==> src/rtl/cpu_pkg.sv <==
// cpu_pkg: shared constants and types for the MIPS core front end.
//   RESET_PC_DEFAULT : first fetch address after reset (boot ROM vector)
//   INST_W / ADDR_W  : instruction and address widths
//   fetch_entry_t    : {pc, inst} pair buffered between fetch and decode
//   next_pc()        : sequential fetch address, wraps modulo 2^32
package cpu_pkg;

  localparam int unsigned INST_W = 32;
  localparam int unsigned ADDR_W = 32;

  typedef logic [ADDR_W-1:0] addr_t;
  typedef logic [INST_W-1:0] inst_t;

  localparam addr_t RESET_PC_DEFAULT = 32'hBFC0_0000;

  typedef struct packed {
    addr_t pc;
    inst_t inst;
  } fetch_entry_t;

  function automatic addr_t next_pc(input addr_t pc);
    return pc + 32'd4;
  endfunction

endpackage

==> src/rtl/if_stage_if.sv <==
// if_stage_if: SRAM-like instruction-memory port.
//   inst_req/inst_addr        : fetch request and byte address (fetch side)
//   inst_addr_ok              : request accepted this cycle (memory side)
//   inst_data_ok/inst_rdata   : in-order response (memory side)
// modport master = fetch stage, modport slave = instruction memory.
interface if_stage_if;
  import cpu_pkg::*;

  logic  inst_req;
  addr_t inst_addr;
  logic  inst_addr_ok;
  logic  inst_data_ok;
  inst_t inst_rdata;

  modport master (
    output inst_req, inst_addr,
    input  inst_addr_ok, inst_data_ok, inst_rdata
  );

  modport slave (
    input  inst_req, inst_addr,
    output inst_addr_ok, inst_data_ok, inst_rdata
  );

endinterface

==> src/rtl/sync_fifo.sv <==
// sync_fifo: single-clock FIFO with registered storage.
//   clk, rst_n        : clock, async active-low reset
//   push, push_data   : write when push is high (caller guarantees space)
//   pop               : drop head when high (caller guarantees non-empty)
//   flush             : empty the FIFO; overrides push/pop
//   head              : current head entry (stale when count == 0)
//   count             : number of stored entries
module sync_fifo #(
  parameter  int unsigned WIDTH = 32,
  parameter  int unsigned DEPTH = 4,
  localparam int unsigned CW    = $clog2(DEPTH + 1)
) (
  input  logic             clk,
  input  logic             rst_n,
  input  logic             push,
  input  logic [WIDTH-1:0] push_data,
  input  logic             pop,
  input  logic             flush,
  output logic [WIDTH-1:0] head,
  output logic [CW-1:0]    count
);

  localparam int unsigned PW = (DEPTH > 1) ? $clog2(DEPTH) : 1;

  logic [WIDTH-1:0] mem_q [DEPTH];
  logic [PW-1:0]    rd_ptr_q, wr_ptr_q;
  logic [CW-1:0]    count_q;

  function automatic logic [PW-1:0] ptr_inc(input logic [PW-1:0] p);
    return (p == PW'(DEPTH - 1)) ? '0 : PW'(p + 1'b1);
  endfunction

  always_ff @(posedge clk or negedge rst_n) begin
    if (!rst_n) begin
      rd_ptr_q <= '0;
      wr_ptr_q <= '0;
      count_q  <= '0;
    end else if (flush) begin
      rd_ptr_q <= '0;
      wr_ptr_q <= '0;
      count_q  <= '0;
    end else begin
      if (push) wr_ptr_q <= ptr_inc(wr_ptr_q);
      if (pop)  rd_ptr_q <= ptr_inc(rd_ptr_q);
      count_q <= count_q + CW'(push) - CW'(pop);
    end
  end

  always_ff @(posedge clk) begin
    if (push) mem_q[wr_ptr_q] <= push_data;
  end

  assign head  = mem_q[rd_ptr_q];
  assign count = count_q;

endmodule

==> src/rtl/if_stage.sv <==
// if_stage: instruction-fetch stage. Owns the PC, issues word fetches on the
// instruction-memory port, buffers returned words with their PC and hands
// them to decode over valid/ready. Redirects flush the buffer and drop
// fetches already in flight.
//   clk, rst                 : clock, async-assert active-low reset
//   imem (master)            : instruction-memory request/response port
//   redirect_valid/_pc       : one-cycle flush-and-restart from datapath
//   id_valid/id_pc/id_inst   : buffer head presented to decode
//   id_ready                 : decode consumes head on id_valid && id_ready
module if_stage
  import cpu_pkg::*;
#(
  parameter addr_t       RESET_PC = RESET_PC_DEFAULT,
  parameter int unsigned DEPTH    = 4
) (
  input  logic          clk,
  input  logic          rst,
  if_stage_if.master    imem,
  input  logic          redirect_valid,
  input  addr_t         redirect_pc,
  output logic          id_valid,
  output addr_t         id_pc,
  output inst_t         id_inst,
  input  logic          id_ready
);

  localparam int unsigned CW = $clog2(DEPTH + 1);
  localparam int unsigned EW = $bits(fetch_entry_t);

  addr_t        fetch_pc_q, fetch_pc_d;
  logic         pending_q, pending_d;
  logic [CW-1:0] discard_q, discard_d;
  logic         redir_pend_q, redir_pend_d;
  addr_t        redir_pc_q, redir_pc_d;
  fetch_entry_t hold_q, hold_d;

  logic [CW-1:0] outstanding;
  logic [CW-1:0] out_cnt;
  logic [ADDR_W-1:0] tag_head;
  logic [EW-1:0] out_head_raw;
  fetch_entry_t  out_head, out_push;

  logic credit, req, accept, data_ok, keep, handshake;

  // Accepted-but-unanswered requests; its occupancy is the outstanding count.
  sync_fifo #(.WIDTH(ADDR_W), .DEPTH(DEPTH)) u_tag_q (
    .clk       (clk),
    .rst_n     (rst),
    .push      (accept),
    .push_data (fetch_pc_q),
    .pop       (data_ok),
    .flush     (1'b0),
    .head      (tag_head),
    .count     (outstanding)
  );

  sync_fifo #(.WIDTH(EW), .DEPTH(DEPTH)) u_out_q (
    .clk       (clk),
    .rst_n     (rst),
    .push      (keep),
    .push_data (out_push),
    .pop       (handshake),
    .flush     (redirect_valid),
    .head      (out_head_raw),
    .count     (out_cnt)
  );

  assign out_head = fetch_entry_t'(out_head_raw);
  assign out_push = '{pc: tag_head, inst: imem.inst_rdata};

  // Discarded responses still hold credit until they return.
  assign credit  = ({1'b0, outstanding} + {1'b0, out_cnt}) < (CW+1)'(DEPTH);
  // Gated by rst so the request drops the instant reset asserts.
  assign req     = rst && (pending_q || (credit && !redirect_valid));
  assign accept  = req && imem.inst_addr_ok;
  assign data_ok = imem.inst_data_ok;
  assign keep    = data_ok && !redirect_valid && (discard_q == '0);

  assign imem.inst_req  = req;
  assign imem.inst_addr = fetch_pc_q;

  assign id_valid  = (out_cnt != '0);
  assign handshake = id_valid && id_ready;
  assign id_pc     = id_valid ? out_head.pc   : hold_q.pc;
  assign id_inst   = id_valid ? out_head.inst : hold_q.inst;

  always_comb begin
    fetch_pc_d   = fetch_pc_q;
    pending_d    = req && !accept;
    discard_d    = discard_q;
    redir_pend_d = redir_pend_q;
    redir_pc_d   = redir_pc_q;
    hold_d       = id_valid ? out_head : hold_q;

    if (redirect_valid) begin
      discard_d = outstanding + CW'(accept) - CW'(data_ok);
      if (pending_q && !accept) begin
        // Request must stay stable: restart address is applied on accept,
        // and that accepted fetch is added to discard then.
        redir_pend_d = 1'b1;
        redir_pc_d   = redirect_pc;
      end else begin
        fetch_pc_d   = redirect_pc;
        redir_pend_d = 1'b0;
      end
    end else begin
      if (accept) begin
        fetch_pc_d   = redir_pend_q ? redir_pc_q : next_pc(fetch_pc_q);
        redir_pend_d = 1'b0;
      end
      discard_d = discard_q + CW'(accept && redir_pend_q)
                            - CW'(data_ok && (discard_q != '0));
    end
  end

  always_ff @(posedge clk or negedge rst) begin
    if (!rst) begin
      fetch_pc_q   <= RESET_PC;
      pending_q    <= 1'b0;
      discard_q    <= '0;
      redir_pend_q <= 1'b0;
      redir_pc_q   <= '0;
      hold_q       <= '0;
    end else begin
      fetch_pc_q   <= fetch_pc_d;
      pending_q    <= pending_d;
      discard_q    <= discard_d;
      redir_pend_q <= redir_pend_d;
      redir_pc_q   <= redir_pc_d;
      hold_q       <= hold_d;
    end
  end

endmodule

==> src/flat_wrapper.sv <==
// flat-port wrapper written by rule: the top's interface ports become plain ports
module if_stage_flat import cpu_pkg::*;
#(
  parameter addr_t       RESET_PC = RESET_PC_DEFAULT,
  parameter int unsigned DEPTH    = 4
)
  (clk, rst, redirect_valid, redirect_pc, id_valid, id_pc, id_inst, id_ready, imem_inst_req, imem_inst_addr, imem_inst_addr_ok, imem_inst_data_ok, imem_inst_rdata);
  if_stage_if imem_i ();
  input  logic clk;
  input  logic rst;
  input  logic redirect_valid;
  input  addr_t redirect_pc;
  output logic id_valid;
  output addr_t id_pc;
  output inst_t id_inst;
  input  logic id_ready;
  output wire logic [$bits(imem_i.inst_req)-1:0] imem_inst_req;
  output wire logic [$bits(imem_i.inst_addr)-1:0] imem_inst_addr;
  input wire logic [$bits(imem_i.inst_addr_ok)-1:0] imem_inst_addr_ok;
  input wire logic [$bits(imem_i.inst_data_ok)-1:0] imem_inst_data_ok;
  input wire logic [$bits(imem_i.inst_rdata)-1:0] imem_inst_rdata;
  assign imem_inst_req = imem_i.inst_req;
  assign imem_inst_addr = imem_i.inst_addr;
  assign imem_i.inst_addr_ok = imem_inst_addr_ok;
  assign imem_i.inst_data_ok = imem_inst_data_ok;
  assign imem_i.inst_rdata = imem_inst_rdata;
  if_stage #(.RESET_PC(RESET_PC), .DEPTH(DEPTH)) u_core (.clk(clk), .rst(rst), .imem(imem_i), .redirect_valid(redirect_valid), .redirect_pc(redirect_pc), .id_valid(id_valid), .id_pc(id_pc), .id_inst(id_inst), .id_ready(id_ready));
endmodule
==> config.mk <==
export PLATFORM = sky130hd
export DESIGN_NAME = if_stage_flat
export DESIGN_NICKNAME = d
export VERILOG_FILES = /design/src/rtl/cpu_pkg.sv /design/src/rtl/if_stage_if.sv /design/src/rtl/sync_fifo.sv /design/src/rtl/if_stage.sv /design/src/flat_wrapper.sv
export SDC_FILE = /design/constraint.sdc
export NUM_CORES = 1
export LEC_CHECK = 0
export ABC_AREA = 1
export BUFFER_PORTS_ARGS = -buffer_cell sky130_fd_sc_hd__clkbuf_2
export CORE_UTILIZATION = 53
export CTS_BUF_LIST = sky130_fd_sc_hd__clkbuf_16
export CTS_CLUSTER_DIAMETER = 200
export CTS_CLUSTER_SIZE = 20
export DETAILED_ROUTE_END_ITERATION = 10
export PLACE_DENSITY = 0.77
export SETUP_SLACK_MARGIN = 0.02
export SLEW_MARGIN = 10
export SYNTH_ARGS = -nofsm -noshare
export SYNTH_HDL_FRONTEND = slang
export SYNTH_HIERARCHICAL = 1
export SYNTH_SLANG_ARGS = --single-unit
==> constraint.sdc <==
create_clock -name clk -period 3.5 [get_ports clk]
set_input_delay 0.175 -clock clk [delete_from_list [all_inputs] [get_ports clk]]
set_output_delay 0.175 -clock clk [all_outputs]
set_load 0.02 [all_outputs]
# Word-level counts from Yosys, hierarchy flattened
# Memory sizes are Yosys's and may differ from the RTL's.
# Cells that the tools add are included.
# W data, S select, Z words.
dict set report classes {
  n_addsub 12
  order_cmp 1
  eq_ne 5
  n_mux 23
  n_reduce_logical 21
}
# cell count
set op_table {}
lappend op_table {{$mux W32} 6}
lappend op_table {{$add A32 B3 Y32 const B} 1}
lappend op_table {{$mux W2} 8}
lappend op_table {{$logic_and A1 B1 Y1} 10}
lappend op_table {{$add A3 B1 Y3} 3}
lappend op_table {{$sub A3 B1 Y3} 3}
lappend op_table {{$add A2 B1 Y2 const B} 4}
lappend op_table {{$eq A2 B2 Y1 const B} 4}
lappend op_table {{$mux W1} 7}
lappend op_table {{$mux W3} 2}
lappend op_table {{$reduce_bool A2 Y1} 3}
lappend op_table {{$reduce_bool A3 Y1} 2}
lappend op_table {{$add A3 B3 Y4} 1}
lappend op_table {{$lt A4 B3 Y1 const B} 1}
lappend op_table {{$reduce_and A2 Y1} 2}
lappend op_table {{$logic_not A3 Y1} 1}
lappend op_table {{$logic_not A1 Y1} 2}
lappend op_table {{$ne A2 B2 Y1 const B} 1}
lappend op_table {{$logic_or A1 B1 Y1} 1}
dict set report word_totals {
  register_bits 147
  mem_bits_rw 384
  inputBits 70
  out_inout_bits 98
  elab_cells 77
  n_memories 2
}
# memory words width rd rd_clocked_by_memory_dff write_ports line_no
set mem_list {}
lappend mem_list {u_core.u_out_q.mem_q 4 64 1 0 1 sync_fifo.sv:25} ;# logic [WIDTH-1:0] mem_q [DEPTH];
lappend mem_list {u_core.u_tag_q.mem_q 4 32 1 0 1 sync_fifo.sv:25}

# Logic depth before layout (Yosys ltp)
dict set report logic_depth {
  word_depth 10
  mapped_depth 14
  depth_no_buf 14
}

# Cells and area by module
# The synthesis kept the hierarchy.
# module n_inst cells_per_inst area_per_inst_um2 seq_area_each_um2
set by_module_without_submodules {}
lappend by_module_without_submodules {{sync_fifo at u_core.u_out_q} 1 801 10670.2 7862.5}
lappend by_module_without_submodules {if_stage 1 920 6794.0 3339.5}
lappend by_module_without_submodules {{sync_fifo at u_core.u_tag_q} 1 428 5575.3 4018.9}

# Worst setup path before layout
# OpenSTA, ideal clock, no wires.
dict set report synth_timing {
  path_kind {register -> register}
  from {reg u_core.discard_q[1]}
  to {mem u_core/u_out_q/mem_q[0][0] in the netlist's numbering, enable pin}
  setup_ns 0.418
  arrival_ns 2.340
  required_ns 3.082
  slack_ns 0.742
  stages_incl_launch_ff 7
  path_buffers 1
  period_less_slack_ns 2.758
  cell_sequence {dfrtp_1 -> nor3_1 -> nand2_1 -> nor2_1 -> clkbuf_1 -> nand2_1 -> inv_1}
}
dict set report synth_via {
  elab_chain_cells 4
}
# item line_no
set synth_lines {}
lappend synth_lines {{start: declaration} if_stage.sv:32} ;# logic [CW-1:0] discard_q, discard_d;
lappend synth_lines {{start signal: assignment} if_stage.sv:127} ;# discard_q <= discard_d;
lappend synth_lines {{$logic_not A3 Y1} if_stage.sv:77} ;# assign keep = data_ok && !redirect_valid && (discard_q == '0);
lappend synth_lines {{$logic_and A1 B1 Y1} if_stage.sv:77}
lappend synth_lines {{net u_core.keep} if_stage.sv:43} ;# logic credit, req, accept, data_ok, keep, handshake;
lappend synth_lines {{$mux W1} sync_fifo.sv:50} ;# if (push) mem_q[wr_ptr_q] <= push_data;
lappend synth_lines {{$mux W1 (implied by the code)} sync_fifo.sv:50}
lappend synth_lines {{end: declaration} sync_fifo.sv:25}
# The timed path passes the listed nets, and every way through them passes these cells.

# Final worst setup path
dict set report layout_timing {
  from {reg u_core.u_tag_q.count_q[1] (netlist: u_core/u_tag_q/count[1])}
  to {reg u_core.discard_q[2]}
}
dict set report layout_via {
  elab_chain_cells 10
  elab_cells_between_ends 12
  classes_between {add/sub: 5; order compare: 1; mux: 1; reduce/logical: 5}
}
# item line_no
set layout_lines {}
lappend layout_lines {{start: declaration} sync_fifo.sv:27} ;# logic [CW-1:0] count_q;
lappend layout_lines {{start signal: assignment} sync_fifo.sv:45} ;# count_q <= count_q + CW'(push) - CW'(pop);
lappend layout_lines {{$add A3 B3 Y4 (*)} if_stage.sv:72} ;# assign credit = ({1'b0, outstanding} + {1'b0, out_cnt}) < (CW+1)'(DEPTH);
lappend layout_lines {{$lt A4 B3 Y1 (*)} if_stage.sv:72}
lappend layout_lines {{$logic_and A1 B1 Y1 (*)} if_stage.sv:74} ;# assign req = rst && (pending_q || (credit && !redirect_valid));
lappend layout_lines {{$logic_or A1 B1 Y1 (*)} if_stage.sv:74}
lappend layout_lines {{$logic_and A1 B1 Y1 (*)} if_stage.sv:74}
lappend layout_lines {{$logic_and A1 B1 Y1 (*)} if_stage.sv:75} ;# assign accept = req && imem.inst_addr_ok;
lappend layout_lines {{net u_core.accept} if_stage.sv:43}
lappend layout_lines {{$logic_and A1 B1 Y1} if_stage.sv:111} ;# discard_d = discard_q + CW'(accept && redir_pend_q)
lappend layout_lines {{$add A3 B1 Y3} if_stage.sv:111}
lappend layout_lines {{$sub A3 B1 Y3} if_stage.sv:112} ;# - CW'(data_ok && (discard_q != '0));
lappend layout_lines {{$mux W3 (*)} if_stage.sv:95} ;# if (redirect_valid) begin
lappend layout_lines {{net u_core.discard_d[2]} if_stage.sv:32}
# The timed path passes the listed nets; every way through them passes the cells marked *.
# A chain may end at the register's enable or synchronous reset.

==> results.sh <==
export IMPL_status="completed"
export IMPL_drive_gt1_frac=0.116
export IMPL_setup_violations=0
export IMPL_antenna_found_initial=0
export IMPL_viasPerCell=5.25
export IMPL_synth_cells=2149
export IMPL_slowest_delay_ps=480
export IMPL_crit_arrival_ps=3370
export IMPL_p_sw_mw=6.94
export IMPL_area_growth_pct=11.8
export IMPL_dr_pass1_iters=5
export IMPL_irDropWorstVdd_mv=0.566
export IMPL_synth_largest_area_cell="edfxtp_1"
export IMPL_met3_usage=0.0292
export IMPL_synthFlopType="edfxtp_1"
export IMPL_synth_warning_count=6
export IMPL_finClkSkew_ps=21.0
export IMPL_timing_fmax_mhz=348
export IMPL_cp_end_kind="register"
export IMPL_grt_use_met2=0.379
export IMPL_die_height_um=210
export IMPL_synth_seq_cells=531
export IMPL_antenna_left=0
export IMPL_min_path_type="in -> reg"
export IMPL_grt_pass1_vias=15011
export IMPL_ys_types=36
export IMPL_port_buffers=167
export IMPL_p_leak_nw=11.4
export IMPL_fin_crit_ps=2870
export IMPL_row_count=76
export IMPL_drtIter0Drc=1480
export IMPL_reg2reg_depth=14
export IMPL_met1_usage=0.304
export IMPL_io_pins=168
export IMPL_finalWirelength_um=48700
export IMPL_crit_fanout=10
export IMPL_grt_total_usage=0.222
export IMPL_tns_ps=0
export IMPL_overflow=0
export IMPL_critical_path_cell_chain="ha_1 -> nand3_1 -> nand3_1 -> nand2_1 -> nand3_2 -> inv_1 -> nand2_1 -> ha_1 -> inv_1 -> ha_1 -> fa_1 -> xor2_1 -> nand2_1 -> nand2_1"
export IMPL_fillCellCount=3406
export IMPL_rsz0062_at_grt="false"
export IMPL_slew_headroom=0.324
export IMPL_htreeDepth=1
export IMPL_powerDensity_mw_per_mm2=708
export IMPL_final_setup_worst_slack_ps=625
export IMPL_async_flop_share=0.277
export IMPL_max_cap_violations=0
export IMPL_top_usage_layer="met2"
export IMPL_cts_path_max_buffers=3
export IMPL_worst_pin_slew_ps=1010
export IMPL_clk_pin_slew_worst_paths_ps=90
export IMPL_gp_congestion=0.847
export IMPL_synth_edf_count=384
export IMPL_nets=2444
export IMPL_cp_slowest_cell="dfrtp_1"
export IMPL_yosysSeqAreaShare=0.661
export IMPL_synth_area_leaders="edfxtp_1 50%, dfrtp_1 15%, nand2_1 12%"
export IMPL_path_class="reg -> reg"
export IMPL_grt_max_degree=129
export IMPL_detail_route_wl_per_cell_um=16.5
export IMPL_final_max_slew_viol_count=0
export IMPL_hold_path_depth=6
export IMPL_yosysMostFrequentCell="nand2_1"
export IMPL_required_ps=3990
export IMPL_cts_tree="yes"
export IMPL_clock_latency_ps=600
export IMPL_synth_commonest_cells="742 x nand2_1, 384 x edfxtp_1, 284 x inv_1, 202 x o211ai_1, 138 x dfrtp_1"
export IMPL_layout_worst_path_cycle_share=0.821
export IMPL_cts_sinks=531
export IMPL_hold_violations=0
export IMPL_post_route_drc_count=0
export IMPL_pwr_share_seq=0.473
export IMPL_crit_path_frequent_cell="nand2_1"
export IMPL_syn_area_mm2=0.0230
export IMPL_p_clk_frac=0.193
export IMPL_cts_buffers=30
export IMPL_route_vias_total=15528
export IMPL_power_internal_mw=11.3
export IMPL_swShare=0.381
export IMPL_synth_top_area_share=0.500
export IMPL_pre_cts_ws_ps=605
export IMPL_combPwrFrac=0.334
export IMPL_syn_area_per_cell_um2=10.7
export IMPL_die_x_um=210
export IMPL_coreArea_mm2=0.0430
export IMPL_cp_start_kind="register"
export IMPL_grt_pass1_wl_um=77600
export IMPL_diodes=0
export IMPL_cts_resized=0
export IMPL_hpwl_um=29900
export IMPL_die_area_mm2=0.0443
export IMPL_root_buffer="clkbuf_16"
export IMPL_start_util=0.536
[critical path: cells and delay by family (launching register included)]
family	cells	cell delay [ps]
adders and majority gates	4	1190
and+or+nand+nor	7	650
DFF	1	480
buffers and inverters	2	300
xor gates and xnor gates	1	170
[stage by stage]
step	cell area, um2	utilization	cells	power, mW	hold slack [ps]
2_1_floorplan	23100	-	2153	12.8	-121
3_3_place_gp	24200	0.563	2833	14.5	44.1
3_5_place_dp	24200	0.563	2833	14.7	50.0
4_1_cts	25700	0.599	2958	18.3	115
5_1_grt	25700	0.599	2958	19.3	154
6_report	25700	0.599	2958	18.2	131
[timing repair]
| action | CTS | global route |
|---|---|---|
| hold buffers | 69 | 0 |
| endpoints found under the hold margin | 267 | 0 |
| setup buffers | 0 | 0 |
[registers in the layout, indices dropped and copies added, names as in the netlist, 2 cells and up]
signal                   count
u_core/u_tag_q/mem_q       128
u_core/hold_q               64
u_core/u_tag_q/rd_ptr_q      2
u_core/redir_pc_q           32
u_core/u_out_q/rd_ptr_q      2
u_core/u_out_q/mem_q       256
u_core/u_tag_q/wr_ptr_q      2
u_core/u_out_q/count         3
u_core/discard_q             3
u_core/imem.inst_addr       32
u_core/u_tag_q/count         3
u_core/u_out_q/wr_ptr_q      2
[cell usage in the layout, fill, tap and decap left out, drive strengths merged, types with 3 or more instances in the layout]
cell	netlist	routed
a21oi	27	27
nand2	747	747
xnor2	3	3
or2	3	3
nand4	4	4
dfstp	9	9
ha	21	21
o211ai	202	202
xor2	8	8
dlygate4sd3	0	69
edfxtp	384	384
buf	82	32
dfrtp	138	138
nor2	82	82
fa	4	4
o21ai	55	55
clkbuf	21	197
nand3	54	54
nand3b	5	5
conb	1	5
inv	290	315
[path summary, 6_finish.rpt]
kind,end,startpoint,slack (ps)
min in group asynchronous,u_core/hold_q[23]$_DFFE_PN0N_,rst,360
worst max register to register,u_core/discard_q[2]$_DFF_PN0_,u_core/u_tag_q/count[1]$_DFF_PN0_,630
worst min-delay path,u_core/pending_q$_DFF_PN0_,redirect_valid,130
worst max-delay path,u_core/discard_q[2]$_DFF_PN0_,u_core/u_tag_q/count[1]$_DFF_PN0_,630
max in group asynchronous,u_core/u_out_q/rd_ptr_q[1]$_DFFE_PN0P_,rst,1920
worst min register to register,u_core/hold_q[63]$_DFFE_PN0N_,u_core/hold_q[63]$_DFFE_PN0N_,480
[layer usage]
| layer | vias to the layer above | wire [um] |
|---|---|---|
| met5 | - | 0 |
| li1 | 7521 | - |
| met3 | 65 | 3020 |
| met4 | 0 | 829 |
| met1 | 7435 | 21300 |
| met2 | 507 | 23600 |
[cell families after synthesis]
logic type	count (synthesis)	share of synthesized area
adder cells (fa/ha/maj)	25	0.0149
flip-flops	531	0.661
AND/OR/NAND/NOR	897	0.153
XOR/XNOR	11	0.00418
AO/OA/AOI/OAI	290	0.0860
buffers and inverters	394	0.0807
other	1	0.000163
[cell type report]
type	count	area (um2)	area share
Sequential cell	531	15200	0.591
Multi-Input combinational cell	1228	5980	0.232
Timing Repair Buffer	267	1840	0.0715
Inverter	291	1100	0.0426
Clock buffer	31	776	0.0301
Tap cell	585	732	0.0284
Clock inverter	25	101	0.00394
[power groups by stage]
stage | Clock (mW) | Sequential, mW | Combinational (mW)
6_report | 3.53 | 8.63 | 6.08
3_3_place_gp | 0 | 8.69 | 5.83
4_1_cts | 3.62 | 8.62 | 6.10
2_1_floorplan | 0 | 8.64 | 4.16
5_1_grt | 3.85 | 8.73 | 6.76
3_5_place_dp | 0 | 8.75 | 6.00
No activity file was read; power rests on OpenSTA's default activity.
